### config.mk
export PLATFORM = sky130hd
export DESIGN_NAME = cla_mp_sequencer
export DESIGN_NICKNAME = d
export VERILOG_FILES = /design/src/rtl/cla_mp_sequencer_pkg.sv /design/src/rtl/cla_mp_sequencer_cla32.sv /design/src/rtl/cla_mp_sequencer.sv
export SDC_FILE = /design/constraint.sdc
export NUM_CORES = 1
export LEC_CHECK = 0
export CAP_MARGIN = 20
export CORE_MARGIN = 8
export CORE_UTILIZATION = 25
export DETAILED_ROUTE_END_ITERATION = 8
export PLACE_DENSITY = 0.56
export SYNTH_ARGS = -nofsm -noshare
export SYNTH_HDL_FRONTEND = slang
export SYNTH_HIERARCHICAL = 1
export SYNTH_SLANG_ARGS = --single-unit
### constraint.sdc
create_clock -name clk -period 4.45 [get_ports clk]
set_input_delay 0.89 -clock clk [delete_from_list [all_inputs] [get_ports clk]]
set_output_delay 0.89 -clock clk [all_outputs]
set_load 0.02 [all_outputs]
### src/rtl/cla_mp_sequencer_pkg.sv
// Shared definitions for the word-serial multi-precision add/subtract sequencer.
// Holds the default widths and the controller state encoding.
package cla_mp_sequencer_pkg;

  localparam int W_DEF        = 32;
  localparam int MAXW_LOG_DEF = 4;

  typedef enum logic [1:0] {
    IDLE  = 2'd0,
    RUN   = 2'd1,
    DRAIN = 2'd2,
    DONE  = 2'd3
  } state_t;

endpackage

### src/rtl/cla_mp_sequencer_cla32.sv
// 32-bit carry-lookahead adder: 4-bit lookahead groups, group carries chained.
// Combinational only; the sequencer registers its sum and carry.
module cla32 (
  input  logic [31:0] a_i,
  input  logic [31:0] b_i,
  input  logic        cin_i,
  output logic [31:0] sum_o,
  output logic        cout_o
);

  logic [31:0] g;
  logic [31:0] p;
  logic [7:0]  gg;
  logic [7:0]  gp;
  logic [32:0] c;

  assign g = a_i & b_i;
  assign p = a_i ^ b_i;

  for (genvar gi = 0; gi < 8; gi++) begin : g_grp
    assign gp[gi] = &p[4*gi +: 4];
    assign gg[gi] = g[4*gi+3]
                  | (p[4*gi+3] & g[4*gi+2])
                  | (p[4*gi+3] & p[4*gi+2] & g[4*gi+1])
                  | (p[4*gi+3] & p[4*gi+2] & p[4*gi+1] & g[4*gi]);
  end

  // Group carry-out comes from the lookahead terms, not the in-group ripple.
  always_comb begin
    c    = '0;
    c[0] = cin_i;
    for (int i = 0; i < 8; i++) begin
      for (int j = 0; j < 3; j++) begin
        c[4*i+j+1] = g[4*i+j] | (p[4*i+j] & c[4*i+j]);
      end
      c[4*i+4] = gg[i] | (gp[i] & c[4*i]);
    end
  end

  assign sum_o  = p ^ c[31:0];
  assign cout_o = c[32];

endmodule

### src/rtl/cla_mp_sequencer.sv
// Word-serial multi-precision add/subtract controller sharing one cla32, LS word first.
// Operand and result sides are valid/ready streams; inter-word carry lives in carry_q.
module cla_mp_sequencer
  import cla_mp_sequencer_pkg::*;
#(
  parameter int W        = W_DEF,
  parameter int MAXW_LOG = MAXW_LOG_DEF
) (
  input  logic                clk,
  input  logic                rst,
  input  logic                start,
  input  logic                op_sub,
  input  logic [MAXW_LOG-1:0] nwords,
  output logic                busy,
  input  logic                in_valid,
  output logic                in_ready,
  input  logic [W-1:0]        a_word,
  input  logic [W-1:0]        b_word,
  output logic                out_valid,
  input  logic                out_ready,
  output logic [W-1:0]        s_word,
  output logic                s_last,
  output logic                done,
  output logic                carry_out,
  output logic                overflow
);

  state_t              state_q, state_d;
  logic [MAXW_LOG-1:0] cnt_q;
  logic [MAXW_LOG-1:0] nwords_q;
  logic                sub_q;
  logic                carry_q;
  logic                out_valid_q;
  logic                s_last_q;
  logic                carry_out_q;
  logic                overflow_q;
  logic [W-1:0]        s_word_q;

  logic [W-1:0]        b_eff;
  logic [W-1:0]        sum;
  logic                cout;
  logic                accept;
  logic                last_accept;

  assign b_eff = sub_q ? ~b_word : b_word;

  cla32 u_cla (
    .a_i    (a_word),
    .b_i    (b_eff),
    .cin_i  (carry_q),
    .sum_o  (sum),
    .cout_o (cout)
  );

  assign in_ready    = (state_q == RUN) && (!out_valid_q || out_ready);
  assign accept      = in_valid && in_ready;
  assign last_accept = accept && ((cnt_q + MAXW_LOG'(1)) == nwords_q);

  always_comb begin
    state_d = state_q;
    case (state_q)
      IDLE:    if (start) state_d = (nwords == '0) ? DONE : RUN;
      RUN:     if (last_accept) state_d = DRAIN;
      DRAIN:   if (out_valid_q && out_ready && s_last_q) state_d = DONE;
      DONE:    state_d = IDLE;
      default: state_d = IDLE;
    endcase
  end

  always_ff @(posedge clk) begin
    if (rst) begin
      state_q     <= IDLE;
      cnt_q       <= '0;
      nwords_q    <= '0;
      sub_q       <= 1'b0;
      carry_q     <= 1'b0;
      out_valid_q <= 1'b0;
      s_last_q    <= 1'b0;
      carry_out_q <= 1'b0;
      overflow_q  <= 1'b0;
      s_word_q    <= '0;
    end else begin
      state_q <= state_d;
      if (state_q == IDLE && start) begin
        sub_q    <= op_sub;
        nwords_q <= nwords;
        cnt_q    <= '0;
        carry_q  <= op_sub;
        s_last_q <= 1'b0;
        if (nwords == '0) begin
          carry_out_q <= 1'b0;
          overflow_q  <= 1'b0;
        end
      end
      // A fresh accept refills the output register even while the old word drains.
      if (accept) begin
        cnt_q       <= cnt_q + MAXW_LOG'(1);
        s_word_q    <= sum;
        carry_q     <= cout;
        out_valid_q <= 1'b1;
        s_last_q    <= last_accept;
        if (last_accept) begin
          carry_out_q <= cout;
          overflow_q  <= (a_word[W-1] == b_eff[W-1]) && (sum[W-1] != a_word[W-1]);
        end
      end else if (out_ready) begin
        out_valid_q <= 1'b0;
      end
    end
  end

  assign busy      = (state_q != IDLE);
  assign done      = (state_q == DONE);
  assign out_valid = out_valid_q;
  assign s_word    = s_word_q;
  assign s_last    = s_last_q;
  assign carry_out = carry_out_q;
  assign overflow  = overflow_q;

endmodule

==> impl_summary.log <==
INFO  metric hold_violations = 0
INFO  metric critical_path_class = input pin to register
INFO  metric ir_worst_vdd = 0.169 mV
INFO  metric worst_r2r_endpoint = s_word[23]
INFO  metric place_area = 0.00525 mm2
INFO  metric ys_types = 45
INFO  metric layout.cells.most_common = sky130_fd_sc_hd__clkdlybuf4s50_1
INFO  metric post_drt_via_cell_ratio = 4.46
INFO  metric worstSetupStartpoint = b_word[9]
INFO  metric p_per_area = 385 mW/mm2
INFO  metric core-area = 0.0144 mm2
INFO  metric final-setup-viol-count = 0
INFO  metric cts_hold_buffers_added = 0
INFO  metric wl_per_cell = 14.8 um
INFO  metric numCtsBuffers = 5
INFO  metric floorplan.initialDensity = 0.254
INFO  metric endpoint = s_word[23]
INFO  metric syn-mean-instance-area = 8.68 um2
INFO  metric status = finished, final reports clean
INFO  metric post-route-drc-count = 0
INFO  metric dp_hpwl = 8.80 mm
INFO  metric grt_antenna_before_repair = 0
INFO  metric final_period_minus_worst_setup_slack = 4.29 ns
INFO  metric clock_tree_from_tritoncts = done
INFO  metric synthToLayoutAreaGrowth = 50.7%
INFO  metric postRouteAntennaNets = 0
INFO  metric die-area = 0.0188 mm2
INFO  metric edff_count_synth = 0
INFO  metric routabilityCongestion = 0.838
INFO  metric drtIter0Drc = 127
INFO  metric max_slew.worst_pin.slew = 1.01 ns
INFO  metric crit-reg2reg-launch = sub_q
INFO  metric cts_root_buf = sky130_fd_sc_hd__clkbuf_16
INFO  metric worst_ep_required_time = 4.59 ns
INFO  metric dieHeight = 137 um
INFO  metric skew = 0.00802 ns
INFO  metric worstPathArrival = 4.43 ns
INFO  metric via_count = 3,376
INFO  metric first_drt_pass_iteration_count = 4
INFO  metric synth.yosys.warnings = 6
INFO  metric first_global_vias = 3,664
INFO  metric clock_latency = 0.30 ns
INFO  metric worstSetupEndpointType = register
INFO  metric postLayoutCoreUtil = 0.383
INFO  metric overall_power_of_the_completed_layout = 2130 uW
INFO  metric primary_flip_flop_cell_chosen_by_synthesis_mapping = sky130_fd_sc_hd__dfxtp_1
INFO  metric io_buffers = 112
INFO  metric fraction_of_layout_instances_using_a_drive_strength_above_1 = 0.150
INFO  metric p_leak = 0.00234 uW
INFO  metric hold_slack = 0.455 ns
INFO  metric syn-instance-count = 422
INFO  metric cts.htree.levels = 2
INFO  metric timing.max_cap.violations = 0
INFO  metric worst_hold_path_type = register to register
INFO  metric fin_ws = 0.164 ns
INFO  metric layout.cell_area.non_filler = 0.00552 mm2
INFO  metric final_nets = 708
INFO  metric hold_depth = 2
INFO  metric rsz0062_at_grt = yes
INFO  metric pre_cts_slack = -0.371 ns
INFO  metric cts_num_sinks = 48
INFO  metric die_width = 137 um
INFO  metric timing.reg2reg.worst_path_depth = 15
INFO  metric max_freq = 233 MHz
INFO  metric start_kind = input pin
INFO  metric postSynth.asyncResetShare = 0
INFO  metric timing.final.crit_share = 0.963
INFO  metric global_route.usage.total = 0.120
INFO  metric most_frequent_cells_in_the_layout = sky130_fd_sc_hd__clkdlybuf4s50_1, sky130_fd_sc_hd__nand2_1, sky130_fd_sc_hd__a21oi_1, sky130_fd_sc_hd__buf_4, sky130_fd_sc_hd__dfxtp_1
INFO  metric grt_start_max_net_pins = 49
INFO  metric placement_rows = 44
INFO  metric synth_seq_area_share = 0.262
INFO  metric buffer_depth_of_the_longest_clock_path = 2
INFO  metric num_antenna_cells = 0
INFO  metric cts.clk_slew.worst_paths = 0.07 ns
INFO  metric timing.critical_path.fanout_max = 2
INFO  metric grt-ovfl-total = 0
INFO  metric r2r_setup_slack = 0.60 ns
INFO  metric synth.ff_latch_count = 48
INFO  metric slew-limit-headroom = 0.326
INFO  metric area_of_the_mapped_netlist = 0.00366 mm2
INFO  metric grt_pass1_wl = 17.8 mm
INFO  metric synthesis.nets = 558
INFO  metric finalMaxSlewViolations = 0
INFO  metric n_fill_cell = 1,428
INFO  metric io-pin-count = 113
INFO  metric route.final.wire_length = 11.2 mm
synthesized netlist by cell type, types with 2 or more instances:
cell | n | area (um2)
sky130_fd_sc_hd__a211oi_1 | 2 | 15.0
sky130_fd_sc_hd__a21o_1 | 7 | 52.6
sky130_fd_sc_hd__a21oi_1 | 54 | 270
sky130_fd_sc_hd__a21oi_2 | 3 | 26.3
sky130_fd_sc_hd__a31oi_1 | 3 | 18.8
sky130_fd_sc_hd__and2_0 | 2 | 12.5
sky130_fd_sc_hd__and2_1 | 2 | 12.5
sky130_fd_sc_hd__and3_1 | 4 | 25.0
sky130_fd_sc_hd__buf_2 | 14 | 70.1
sky130_fd_sc_hd__clkbuf_1 | 5 | 18.8
sky130_fd_sc_hd__dfxtp_1 | 48 | 961
sky130_fd_sc_hd__fa_1 | 24 | 480
sky130_fd_sc_hd__ha_1 | 38 | 475
sky130_fd_sc_hd__inv_1 | 25 | 93.8
sky130_fd_sc_hd__mux2i_1 | 2 | 20.0
sky130_fd_sc_hd__nand2_1 | 76 | 285
sky130_fd_sc_hd__nand3_1 | 12 | 60.1
sky130_fd_sc_hd__nand3b_1 | 2 | 15.0
sky130_fd_sc_hd__nand4_1 | 6 | 37.5
sky130_fd_sc_hd__nor2_1 | 11 | 41.3
sky130_fd_sc_hd__nor2b_1 | 2 | 12.5
sky130_fd_sc_hd__nor3_1 | 5 | 25.0
sky130_fd_sc_hd__o211ai_1 | 2 | 15.0
sky130_fd_sc_hd__o21ai_0 | 6 | 30.0
sky130_fd_sc_hd__o31ai_1 | 3 | 22.5
sky130_fd_sc_hd__xnor2_1 | 7 | 61.3
sky130_fd_sc_hd__xor2_1 | 39 | 342
state kept, by name, summed over array words and instances (netlist names):
register,cells
s_word,32
cnt_q,4
nwords_q,4
s_last,1
sub_q,1
overflow,1
carry_out,1
carry_q,1
state_q,2
out_valid,1
kinds of logic after synthesis:
group,Yosys count,share of synthesized area
and+or+nand+nor,132,0.168
AOI/OAI and AO/OA,88,0.143
adders and majority gates,62,0.261
DFF,48,0.262
xor gates and xnor gates,46,0.110
buffers and inverters,44,0.0499
muxes,2,0.00547
power breakdown:
part | total, uW | switching, uW | internal, uW
Sequential | 549 | 48.9 | 500
Clock | 385 | 177 | 208
Combinational | 1190 | 625 | 567
Total | 2130 | 851 | 1270
through the flow:
stage	instances	setup TNS (ns)
detailed placement	740	-1.55
floorplan	422	0
finish	757	0
global route	757	-0.0445
CTS	756	0
global placement	740	-0.813
worst max-delay path: stages:
cell,delay (ns)
sky130_fd_sc_hd__clkdlybuf4s50_1,0.47
sky130_fd_sc_hd__xor2_1,0.22
sky130_fd_sc_hd__ha_1,0.29
sky130_fd_sc_hd__a21oi_1,0.13
sky130_fd_sc_hd__o21ai_1,0.10
sky130_fd_sc_hd__o21ba_1,0.24
sky130_fd_sc_hd__buf_4,0.14
sky130_fd_sc_hd__or3_4,0.38
sky130_fd_sc_hd__a21o_1,0.17
sky130_fd_sc_hd__fa_2,0.34
sky130_fd_sc_hd__fa_1,0.39
sky130_fd_sc_hd__fa_1,0.38
sky130_fd_sc_hd__xor2_1,0.17
sky130_fd_sc_hd__nand2_1,0.06
sky130_fd_sc_hd__a21oi_1,0.06
what timing repair did:
action	CTS	global route
setup endpoints to repair	1	6
setup buffers	8	1
pin swaps	0	2
gates resized for setup	2	13
per-layer routing:
metal	global-route usage	vias up	wire, um
met4	0.0320	0	159
met2	0.215	68	5650
met5	0	-	0
met3	0.0367	13	637
met1	0.135	1579	4780
li1	-	1716	-
cell type report:
cell class	instances	area, um2	area share
Multi-Input combinational cell	330	2590	0.468
Timing Repair Buffer	162	1500	0.272
Sequential cell	48	962	0.174
Tap cell	184	230	0.0417
Clock buffer	5	125	0.0227
Inverter	25	93.8	0.0170
Clock inverter	3	18.8	0.00340
how the worst min path moves through the flow:
| stage | slack, ns | to | start |
|---|---|---|---|
| after CTS | 0.46 | s_word[12] | s_word[12] |
| after global routing | 0.48 | s_word[31] | s_word[31] |
| after detailed placement | 0.45 | s_word[12] | s_word[12] |
| after floorplan | 0.45 | nwords_q[1] | nwords_q[1] |
| final | 0.46 | s_word[12] | s_word[12] |
| after global placement | 0.45 | s_word[12] | s_word[12] |
Note: power is estimated with default switching activity, not from simulation.
